File: src/rtl/fifo_rd_ctrl.sv
// FIFO read controller: pops a FIFO with one-cycle read latency into a 3-entry
// skid buffer and presents it as a valid/ready stream. Optional macro FIFO_RD_CTRL_COUNT_EN adds word_count.
module fifo_rd_ctrl #(
    parameter int DATA_WIDTH = 8
) (
    input  logic                  clk,
    input  logic                  rst,
    input  logic                  enable,
    output logic                  read_en,
    input  logic [DATA_WIDTH-1:0] data_out,
    input  logic                  empty,
    input  logic                  error,
    output logic                  m_valid,
    input  logic                  m_ready,
    output logic [DATA_WIDTH-1:0] m_data,
    output logic                  err_flag
`ifdef FIFO_RD_CTRL_COUNT_EN
    ,
    output logic [15:0]           word_count
`endif
);

    typedef enum logic [1:0] {IDLE, RUN, DRAIN, ERR} state_t;

    state_t                state_q, state_d;
    logic [1:0]            occ_q, occ_d;
    logic                  inflight_q, inflight_d;
    logic                  err_flag_q, err_flag_d;
    logic [DATA_WIDTH-1:0] buf_q [3];
    logic [DATA_WIDTH-1:0] buf_d [3];
    logic [2:0]            pending;
    logic                  xfer;

    // Words already committed (buffered plus the one arriving) bound the pop decision.
    assign pending  = {1'b0, occ_q} + {2'b00, inflight_q};
    assign read_en  = (state_q == RUN) && !empty && (pending < 3'd3);
    assign m_valid  = (occ_q != 2'd0);
    assign m_data   = buf_q[0];
    assign err_flag = err_flag_q;
    assign xfer     = m_valid && m_ready;

    always_comb begin
        state_d = state_q;
        case (state_q)
            IDLE:    if (enable) state_d = RUN;
            RUN: begin
                if (error)        state_d = ERR;
                else if (!enable) state_d = DRAIN;
            end
            DRAIN: begin
                if (error)                                state_d = ERR;
                else if (enable)                          state_d = RUN;
                else if (!inflight_q && occ_q == 2'd0)    state_d = IDLE;
            end
            ERR:     if (!enable && !inflight_q && occ_q == 2'd0) state_d = IDLE;
            default: state_d = IDLE;
        endcase
    end

    always_comb begin
        logic [1:0] wr_idx;
        buf_d      = buf_q;
        occ_d      = occ_q;
        wr_idx     = occ_q;
        inflight_d = read_en;
        err_flag_d = err_flag_q | error;
        // Shift out the head first so an arriving word lands behind the survivors.
        if (xfer) begin
            buf_d[0] = buf_q[1];
            buf_d[1] = buf_q[2];
            wr_idx   = occ_q - 2'd1;
            occ_d    = occ_q - 2'd1;
        end
        if (inflight_q) begin
            for (int i = 0; i < 3; i++) begin
                if (wr_idx == i[1:0]) buf_d[i] = data_out;
            end
            occ_d = occ_d + 2'd1;
        end
    end

    always_ff @(posedge clk or negedge rst) begin
        if (!rst) begin
            state_q    <= IDLE;
            occ_q      <= 2'd0;
            inflight_q <= 1'b0;
            err_flag_q <= 1'b0;
            for (int i = 0; i < 3; i++) buf_q[i] <= '0;
        end else begin
            state_q    <= state_d;
            occ_q      <= occ_d;
            inflight_q <= inflight_d;
            err_flag_q <= err_flag_d;
            for (int i = 0; i < 3; i++) buf_q[i] <= buf_d[i];
        end
    end

`ifdef FIFO_RD_CTRL_COUNT_EN
    logic [15:0] word_count_q, word_count_d;

    always_comb begin
        word_count_d = word_count_q;
        if (xfer && word_count_q != 16'hFFFF) word_count_d = word_count_q + 16'd1;
    end

    always_ff @(posedge clk or negedge rst) begin
        if (!rst) word_count_q <= 16'd0;
        else      word_count_q <= word_count_d;
    end

    assign word_count = word_count_q;
`endif

endmodule

File: config.mk
export PLATFORM = sky130hd
export DESIGN_NAME = fifo_rd_ctrl
export DESIGN_NICKNAME = d
export VERILOG_FILES = /design/src/rtl/fifo_rd_ctrl.sv
export SDC_FILE = /design/constraint.sdc
export NUM_CORES = 1
export LEC_CHECK = 0
export ABC_AREA = 1
export BUFFER_PORTS_ARGS = -buffer_cell sky130_fd_sc_hd__buf_4
export CORE_MARGIN = 3
export CORE_UTILIZATION = 32
export CTS_BUF_LIST = sky130_fd_sc_hd__clkbuf_4 sky130_fd_sc_hd__clkbuf_8
export DETAILED_ROUTE_END_ITERATION = 10
export SYNTH_ARGS = -nofsm -noshare
export SYNTH_HDL_FRONTEND = slang
export SYNTH_SLANG_ARGS = --single-unit
File: constraint.sdc
create_clock -name clk -period 1.6 [get_ports clk]
set_clock_uncertainty 0.1 [all_clocks]
set_input_delay 0 -clock clk [delete_from_list [all_inputs] [get_ports clk]]
set_output_delay 0 -clock clk [all_outputs]
set_load 0.02 [all_outputs]
Word level (Yosys, flattened, before mapping)
Cells that the tools add are included.
{ "word_totals": {"ff_bits": 30, "input_bits": 14, "output_inout_bits": 11, "wordCells": 51} }
{ "op_classes": {"addsub": 3, "n_lt_le_gt_ge": 1, "n_eq_ne": 9, "n_mux": 15, "bitwise_logic": 1, "n_reduce_logical": 15} }
{ "ops": {"columns": ["op", "n"], "rows": [
  ["$mux W24", 1],
  ["$mux W8", 3],
  ["$mux W2", 9],
  ["$mux W16", 1],
  ["$pmux W2 S4", 1],
  ["$eq A2 B2 Y1 const B", 3],
  ["$logic_and A1 B1 Y1", 6],
  ["$logic_not A2 Y1", 3],
  ["$eq A2 B1 Y1 const B", 2],
  ["$ne A2 B2 Y1 const B", 2],
  ["$ne A4 B4 Y1 const B", 1],
  ["$reduce_and A4 Y1", 1],
  ["$add A2 B1 Y3", 1],
  ["$logic_not A1 Y1", 3],
  ["$lt A3 B2 Y1 const B", 1],
  ["$ne A3 B3 Y1 const B", 1],
  ["$add A2 B1 Y2 const B", 1],
  ["$reduce_and A2 Y1", 1],
  ["$reduce_bool A2 Y1", 1],
  ["$sub A2 B1 Y2 const B", 1],
  ["$or A1 B1 Y1", 1]
]} }

Logic depth before layout (Yosys ltp)
Gate-level depths: netlist of run 1.
{ "logic_depth": {"ltp_word": 6, "ltp_mapped": 10, "mapped_depth_nobuf": 9} }

Worst setup path before layout of run 1
No wires, ideal clock.
{ "synth_timing": {"kind": "register to register", "start": "register occ_q[0]", "end": "register inflight_q", "setup_time_ns": 0.205, "arrival_time_ns": 1.715, "t_required_ns": 1.295, "setup_slack_ns": -0.420, "path_stages_with_launch": 6, "n_path_buf": 0, "period_less_slack_ns": 2.020, "cell_sequence": "dfrtp_1 > ha_1 > ha_1 > nand2_1 > inv_1 > nor4_1"} }
{ "synth_between": {"elab_chain_cells": 3} }
{ "synth_rtl": {"columns": ["element", "line", "rtl"], "rows": [
  ["from (decl)", "26", "logic [1:0] occ_q, occ_d;"],
  ["from (signal assigned)", "85", "occ_q <= 2'd0;"],
  ["from (signal assigned)", "91", "occ_q <= occ_d;"],
  ["$add A2 B1 Y3", "35", "assign pending = {1'b0, occ_q} + {2'b00, inflight_q};"],
  ["$lt A3 B2 Y1", "36", "assign read_en = (state_q == RUN) && !empty && (pending < 3'd3);"],
  ["$logic_and A1 B1 Y1", "36", null],
  ["via read_en", "9", "output logic read_en,"],
  ["to (signal assigned)", "92", "inflight_q <= inflight_d;"],
  ["to (decl)", "27", "logic inflight_q, inflight_d;"]
]} }
The timed path passes the listed nets, and every way through them passes these cells.
A chain may end at the register's enable or synchronous reset.

==> results of run 1 <==
[cells by family (layout without fill, tap and decap cells)]
group                      count (synthesis)  count (layout)  synth area share (%)
and+or+nand+nor                          165             165                  43.2
xor gates and xnor gates                   1               1                 0.494
adders and majority gates                  4               4                  2.82
AOI/OAI and AO/OA                          3               3                 0.846
buffers and inverters                     32              87                  10.3
DFF                                       30              30                  42.3
[synthesized netlist by cell type, drive strengths merged]
master | number | area [um2]
o21ai | 3 | 15.0
ha | 4 | 50.1
nand3 | 25 | 130
dfrtp | 30 | 751
buf | 17 | 126
or2 | 1 | 6.26
nor4 | 1 | 6.26
nand3b | 1 | 7.51
xor2 | 1 | 8.76
nand2 | 112 | 443
nand4 | 16 | 100
nor2 | 9 | 73.8
inv | 15 | 56.3
[flip-flops by register name (all words and copies together), names as in the netlist]
register	cells
buf_q	16
m_data	8
occ_q	2
state_q	2
err_flag	1
inflight_q	1
[layer usage]
| layer | wire (um) | GRT usage [%] | up-vias |
|---|---|---|---|
| li1 | - | - | 856 |
| met1 | 2090 | 20.3 | 818 |
| met2 | 2420 | 24.5 | 52 |
| met3 | 305 | 4.04 | 9 |
| met4 | 97 | 4.90 | 0 |
| met5 | 0 | 0 | - |
[worst min-delay path by stage]
stage | to | slack, ns | depth (start not counted)
floorplan | buf_q[0] | -0.40 | 0
global placement | m_data[4] | -0.15 | 1
detailed placement | m_data[4] | -0.14 | 1
CTS | buf_q[15] | 0.06 | 5
global route | buf_q[14] | 0.12 | 5
finish | buf_q[15] | 0.08 | 5
[power groups by stage]
| stage | Combinational [W] | Sequential (W) | Clock (W) |
|---|---|---|---|
| 5_1_grt | 0.00358 | 0.00128 | 0.000685 |
| 3_5_place_dp | 0.00229 | 0.00123 | 0 |
| 6_report | 0.00329 | 0.00124 | 0.000642 |
| 4_1_cts | 0.00271 | 0.00123 | 0.000657 |
| 2_1_floorplan | 0.00158 | 0.00120 | 0 |
| 3_3_place_gp | 0.00228 | 0.00121 | 0 |
[stage by stage]
| step | hold slack (ns) | cells | instance area, um2 | setup TNS, ns |
|---|---|---|---|---|
| floorplan | -0.396 | 235 | 1790 | -0.111 |
| global placement | -0.146 | 333 | 2110 | -0.263 |
| detailed placement | -0.143 | 333 | 2110 | -1.02 |
| CTS | 0.0631 | 357 | 2470 | -0.857 |
| global route | 0.121 | 360 | 2660 | -7.04 |
| finish | 0.0842 | 360 | 2660 | -4.34 |
[worst reg2reg max path, delay by kind of cell, from the launching register on]
| family | cells | cell delay [ns] |
|---|---|---|
| adders and majority gates | 1 | 0.17 |
| buffers and inverters | 6 | 0.59 |
| DFF | 1 | 0.40 |
| and+or+nand+nor | 5 | 0.48 |
[cell usage in the layout, fill, tap and decap left out, types with 3 or more instances in the layout]
| master | instances |
|---|---|
| nand2_1 | 89 |
| buf_4 | 35 |
| dfrtp_1 | 30 |
| nand3_1 | 19 |
| nand2_2 | 16 |
| nand4_1 | 16 |
| dlygate4sd3_1 | 12 |
| buf_6 | 11 |
| inv_1 | 10 |
| clkbuf_8 | 6 |
| nand2_4 | 5 |
| nor2_1 | 5 |
| nand3_2 | 4 |
| ha_4 | 4 |
| inv_2 | 3 |
| buf_8 | 3 |
[final cells by class]
class,count,area [um2],area share [%]
clock buffers,6,82.6,3.11
clock inverters,2,12.5,0.471
inverters,15,61.3,2.31
multi-input cells,173,1040,39.2
flip-flops and latches,30,751,28.2
well taps,70,87.6,3.30
repair buffers,64,622,23.4
[repair_timing]
item                                    4_1_cts  5_1_grt
pin swaps                                    11       13
hold buffers                                 12        0
resized for setup                            26       36
hold endpoints to repair                     58        0
setup buffers                                 4        2
cloned                                        0        2
endpoints found under the setup margin       28       30
==> impl_results.md, run 1 <==
- Run status: finished with violations
- Failing checks: setup timing
- Final Setup Violations: 30
- Die Height: 80.5 um
- Initial antenna violation count: 0
- Reg2Reg Launch Point: occ_q[0]
- Mapped Area: 1770 um2
- Max Buffers Root-to-Sink: 2
- CP max-delay cell: dfrtp_1
- CP Max Fanout: 5
- CTS root buffer: clkbuf_8
- Worst path depth: 12
- GP Congestion: 0.777
- Worst-Skew Late Latency: 0.28 ns
- Clk network pwr share: about an eighth
- Clock-pin slew on the worst setup and hold paths: ~0.070 ns
- I/O pin count: 25
- Drt total wl: 4.91 mm
- Comb pwr share: 63.6%
- Final HPWL DP: 3.08 mm
- R2r setup slk: -0.20 ns
- CTS tree: done
- Pint: 0.00294 W
- Max-slew violation count: 0
- YS warnings: 0
- Reg-to-reg endpoint: buf_q[13]
- Global-route wire length before repair: 7.76 mm
- H-tree Lvls: 2
- Synth-to-Final Area Change: 49.8%
- Final ANT Viol Nets: 0
- Worst Setup SP: occ_q[0]
- Yosys cell types: 21
- Critical path type: reg2reg
- Max Freq: 0.556 GHz
- Critical path destination: buf_q[13]
- Num Clock Sinks: 30
- Nets: between 300 and 400
- Period utilisation layout: 112%
- Power, Total: 0.00517 W
- DIE WIDTH: 80.5 um
- Post-layout util: around half
- CP delay by family, top: buffers and inverters
- RSZ-0062 raised after global routing: yes
- CP Buf/Inv Count: 6
- Largest net degree at the start of global routing: 31
- DR WL/cell: 13.6 um
- Die ar.: 6470 um2
- CP Capture Type: register
- # rows: 26
- Max Cap Viol: 0
- Syn Area/Cell: 7.55 um2
- Post-synthesis register bit count: 30
- Overflow after GRT: 0
- Placement Setup Slack: -0.0736 ns
- Max VDD drop: 0.633 mV
- Slowest stage delay, CP: 0.40 ns
- Initial Utilization: 33.9%
- Cell repeated most along the worst path: buf_6
- Net Count, Synth: ~250
- Core region area: 5240 um2
- Initial drt markers: 100
- Sw Pwr: 0.00223 W
- Total global-route track usage: 15.4%
- Sequential-to-total area share from yosys stat: 42.3%
- Fin. Hold Viols: 0
- Vias in the first global route: between 1500 and 2000
- CP Cell Sequence: buf_4 -> buf_6 -> inv_4 -> buf_6 -> ha_4 -> inv_2 -> nand3_2 -> nand2_4 -> nor2_8 -> buf_12 -> nand3_1 -> nand2_1
- Worst EP required: 1.72 ns
- Antenna diodes: 0
- Slew at the pin with the worst max-slew slack: 0.398 ns
- Crit path time final: ~1.8 ns
- Sequential Power Share: 23.9%
- Switching part of the total: 43.2%
- First-pass iteration count of the detailed router: 5
- Final WS setup: -0.200 ns
- Worst min-delay path class: in2reg
- Fillers: 487
- Slew Limit Headroom: approximately three quarters
- Startpoint types: register
- Pwr dens: 1950 nW/um2
- Critical path arrival: 1.92 ns
- Vias/cell: 4.82
- Cells after Synth: around 240
- # port buffers: 24
- Hold Startpoint: m_ready
- TritonCTS Buffers: 5
- Post-route DRC: 0
- Leak: 1.36 nW
- Via count: 1735
- Reg2reg path depth: 12
- Layout cell share with drive strength beyond 1: 35.9%
Note: power is estimated with default switching activity, not from simulation.
==> run 2: changes to the inputs <==
- ABC_AREA: 1 -> default
- CORE_UTILIZATION: 32 -> 50
- PLACE_DENSITY: default -> 0.74
==> impl_results.md, run 2 <==
- Failing checks: setup timing
- # port buffers: 24
- Die Height: 63.3 um
- Max-slew violation count: 0
- Crit path time final: 2.03 ns
- H-tree Lvls: 2
- CP Max Fanout: 2
- Final non-filler cell total: 249
- Yosys cell types: 31
- R2r setup slk: -0.39 ns
- CP Cell Sequence: buf_6 -> ha_4 -> ha_4 -> or4_4 -> a21oi_4 -> buf_6
- Final ANT Viol Nets: 0
- GR peak layer: met2
- Global-route wire length before repair: 6.43 mm
- Max FFs per register: 16
- Area leader, netlist: dfrtp_1
- DIE WIDTH: 63.3 um
- Max VDD drop: about 1.1 mV
- Num Clock Sinks: 30
- Net Count, Synth: 168
- Run status: finished with violations
- Largest net degree at the start of global routing: 31
- Drt total wl: 4.00 mm
- Vias/cell: 5.17
- Post-synth ARST share: 100%
- Final Setup Violations: 27
- Final hold slack: 0.0134 ns
- Ys flop type: dfrtp_1
- Placed insts: 221
- CP Buf/Inv Count: 2
- Nets: 222
- Syn Area/Cell: 10.9 um2
- TritonCTS Buffers: 5
- Initial Utilization: 52.9%
- Critical path arrival: 1.93 ns
- Final WS setup: -0.426 ns
- Commonest non-fill, non-tap cell in the layout: buf_4
- Worst-Skew Late Latency: 0.34 ns
- Startpoint types: register
- Synth-to-Final Area Change: 49.5%
- I/O pin count: 25
- Post-synth EDFFs: 0
- Worst min-delay path class: in2async
- Fillers: 194
- Critical path type: reg2out
- Top post-synthesis cells by area: dfrtp_1, mux2_2, nand2_1
- Die ar.: 4010 um2
- Final HPWL DP: between 2 and 2.5 mm
- Met1 usage: 25.1%
- GP Congestion: 0.834
- CP max-delay cell: dfrtp_2
- Post-synth top area share: 45.7%
- CTS root buffer: clkbuf_4
- Via count: 1288
- GRT met2 Usage: between 30% and 40%
- Leak: between 1 and 1.5 nW
- Vias in the first global route: between 1000 and 1500
- CTS tree: done
- Most frequent cells in the layout: buf_4, nand2_1, dfrtp_1
- Top cells by count, synth: nand2_1, dfrtp_1, mux2_2, buf_4, nor3_1
- Cells after Synth: 150
- Max Buffers Root-to-Sink: 2
- Initial antenna violation count: 0
- Clock-pin slew on the worst setup and hold paths: ~0.11 ns
- Worst EP required: 1.50 ns
- Total global-route track usage: 21.3%
- Initial drt markers: 70
- # rows: 20
- Fin. Hold Viols: 0
- Slew Limit Headroom: roughly 72%
- Slew at the pin with the worst max-slew slack: 0.414 ns
- CP delay by family, top: flip-flops
- DR WL/cell: between 15 and 20 um
- Layout cell share with drive strength beyond 1: between 50% and 60%
- GR Layer Usage met3: 5.70%
- Pwr dens: 1880 nW/um2
- Sequential-to-total area share from yosys stat: 45.7%
- Post-route DRC: 0
- Core region area: roughly 3100 um2
- Top reg by flops: buf_q
- Max Freq: 0.493 GHz
- Post-synthesis register bit count: 30
- CP Capture Type: primary output
- Placement Setup Slack: -0.343 ns
- Overflow after GRT: 0
- Antenna diodes: 0
- Slowest stage delay, CP: between 0.4 and 0.5 ns
- Most common cell in the netlist: nand2_1
- RSZ-0062 raised after global routing: yes
- YS warnings: 0
- Max Cap Viol: 0
- Period utilisation layout: 127%
- First-pass iteration count of the detailed router: 4
- Mapped Area: 1640 um2
-- run 2: cell families after synthesis --
group                    after synthesis  synth area share [%]
AND/OR/NAND/NOR                       53                  15.2
XOR/XNOR                               3                  2.74
AO/OA/AOI/OAI                         12                  6.10
adder cells (fa/ha/maj)                4                  3.05
flip-flops                            30                  45.7
buffers and inverters                 17                  6.02
multiplexers                          31                  21.2
-- run 2: what timing repair did --
action                                  in CTS  in global routing
pin swaps                                    5                  5
endpoints found under the hold margin       58                  1
gates resized for setup                     15                 20
endpoints found under the setup margin      27                 28
hold buffers                                13                  1
buffers inserted                             4                  5
-- run 2: worst register-to-register path, cell delays in order (launching register included) --
cell	delay [ns]
dfrtp_2	0.40
buf_6	0.12
inv_8	0.04
ha_4	0.15
and2b_4	0.30
buf_6	0.12
nor3_4	0.04
o21ai_4	0.17
buf_12	0.15
mux2_4	0.30
-- run 2: worst paths after layout --
path / from / endpoint / depth (start not counted)
worst max-delay path: occ_q[0] / read_en / 6
worst min-delay path: rst / occ_q[1] / 2
worst max register to register: occ_q[0] / buf_q[4] / 9
worst min register to register: err_flag / err_flag / 1
max in group asynchronous: rst / buf_q[4] / 2
min in group clk: data_out[6] / buf_q[6] / 3
-- run 2: per-layer routing --
layer | share of wire, % | wire length (um)
met3 | 2.9 | 118
met1 | 42 | 1690
met4 | 1.5 | 59
met2 | 53 | 2130
met5 | 0 | 0
-- run 2: where the power goes --
part	switching [W]	total [W]	leakage [nW]	internal (W)
logic	0.00113	0.00253	0.780	0.00140
clock network	0.000290	0.000819	0.0585	0.000529
registers	0.000193	0.00126	0.377	0.00107
-- run 2: metrics by stage --
stage	util, %	setup TNS, ns	cell area, um2	power [W]
floorplan	-	-6.48	1730	0.00277
global route	79.1	-10.80	2450	0.00488
CTS	75.8	-8.81	2350	0.00433
global placement	64.8	-6.73	2010	0.00319
finish	79.1	-9.13	2450	0.00461
detailed placement	64.8	-7.79	2010	0.00329
-- run 2: cell type report --
cell class / count / area [um2] / share of cell area, %
clock buffer: 6 / 51.3 / 2.09
clock inverter: 2 / 60.1 / 2.45
inverter: 5 / 26.3 / 1.07
multi-input combinational: 103 / 986 / 40.2
sequential: 30 / 752 / 30.6
tap: 44 / 55.1 / 2.24
timing repair buffer: 59 / 524 / 21.4
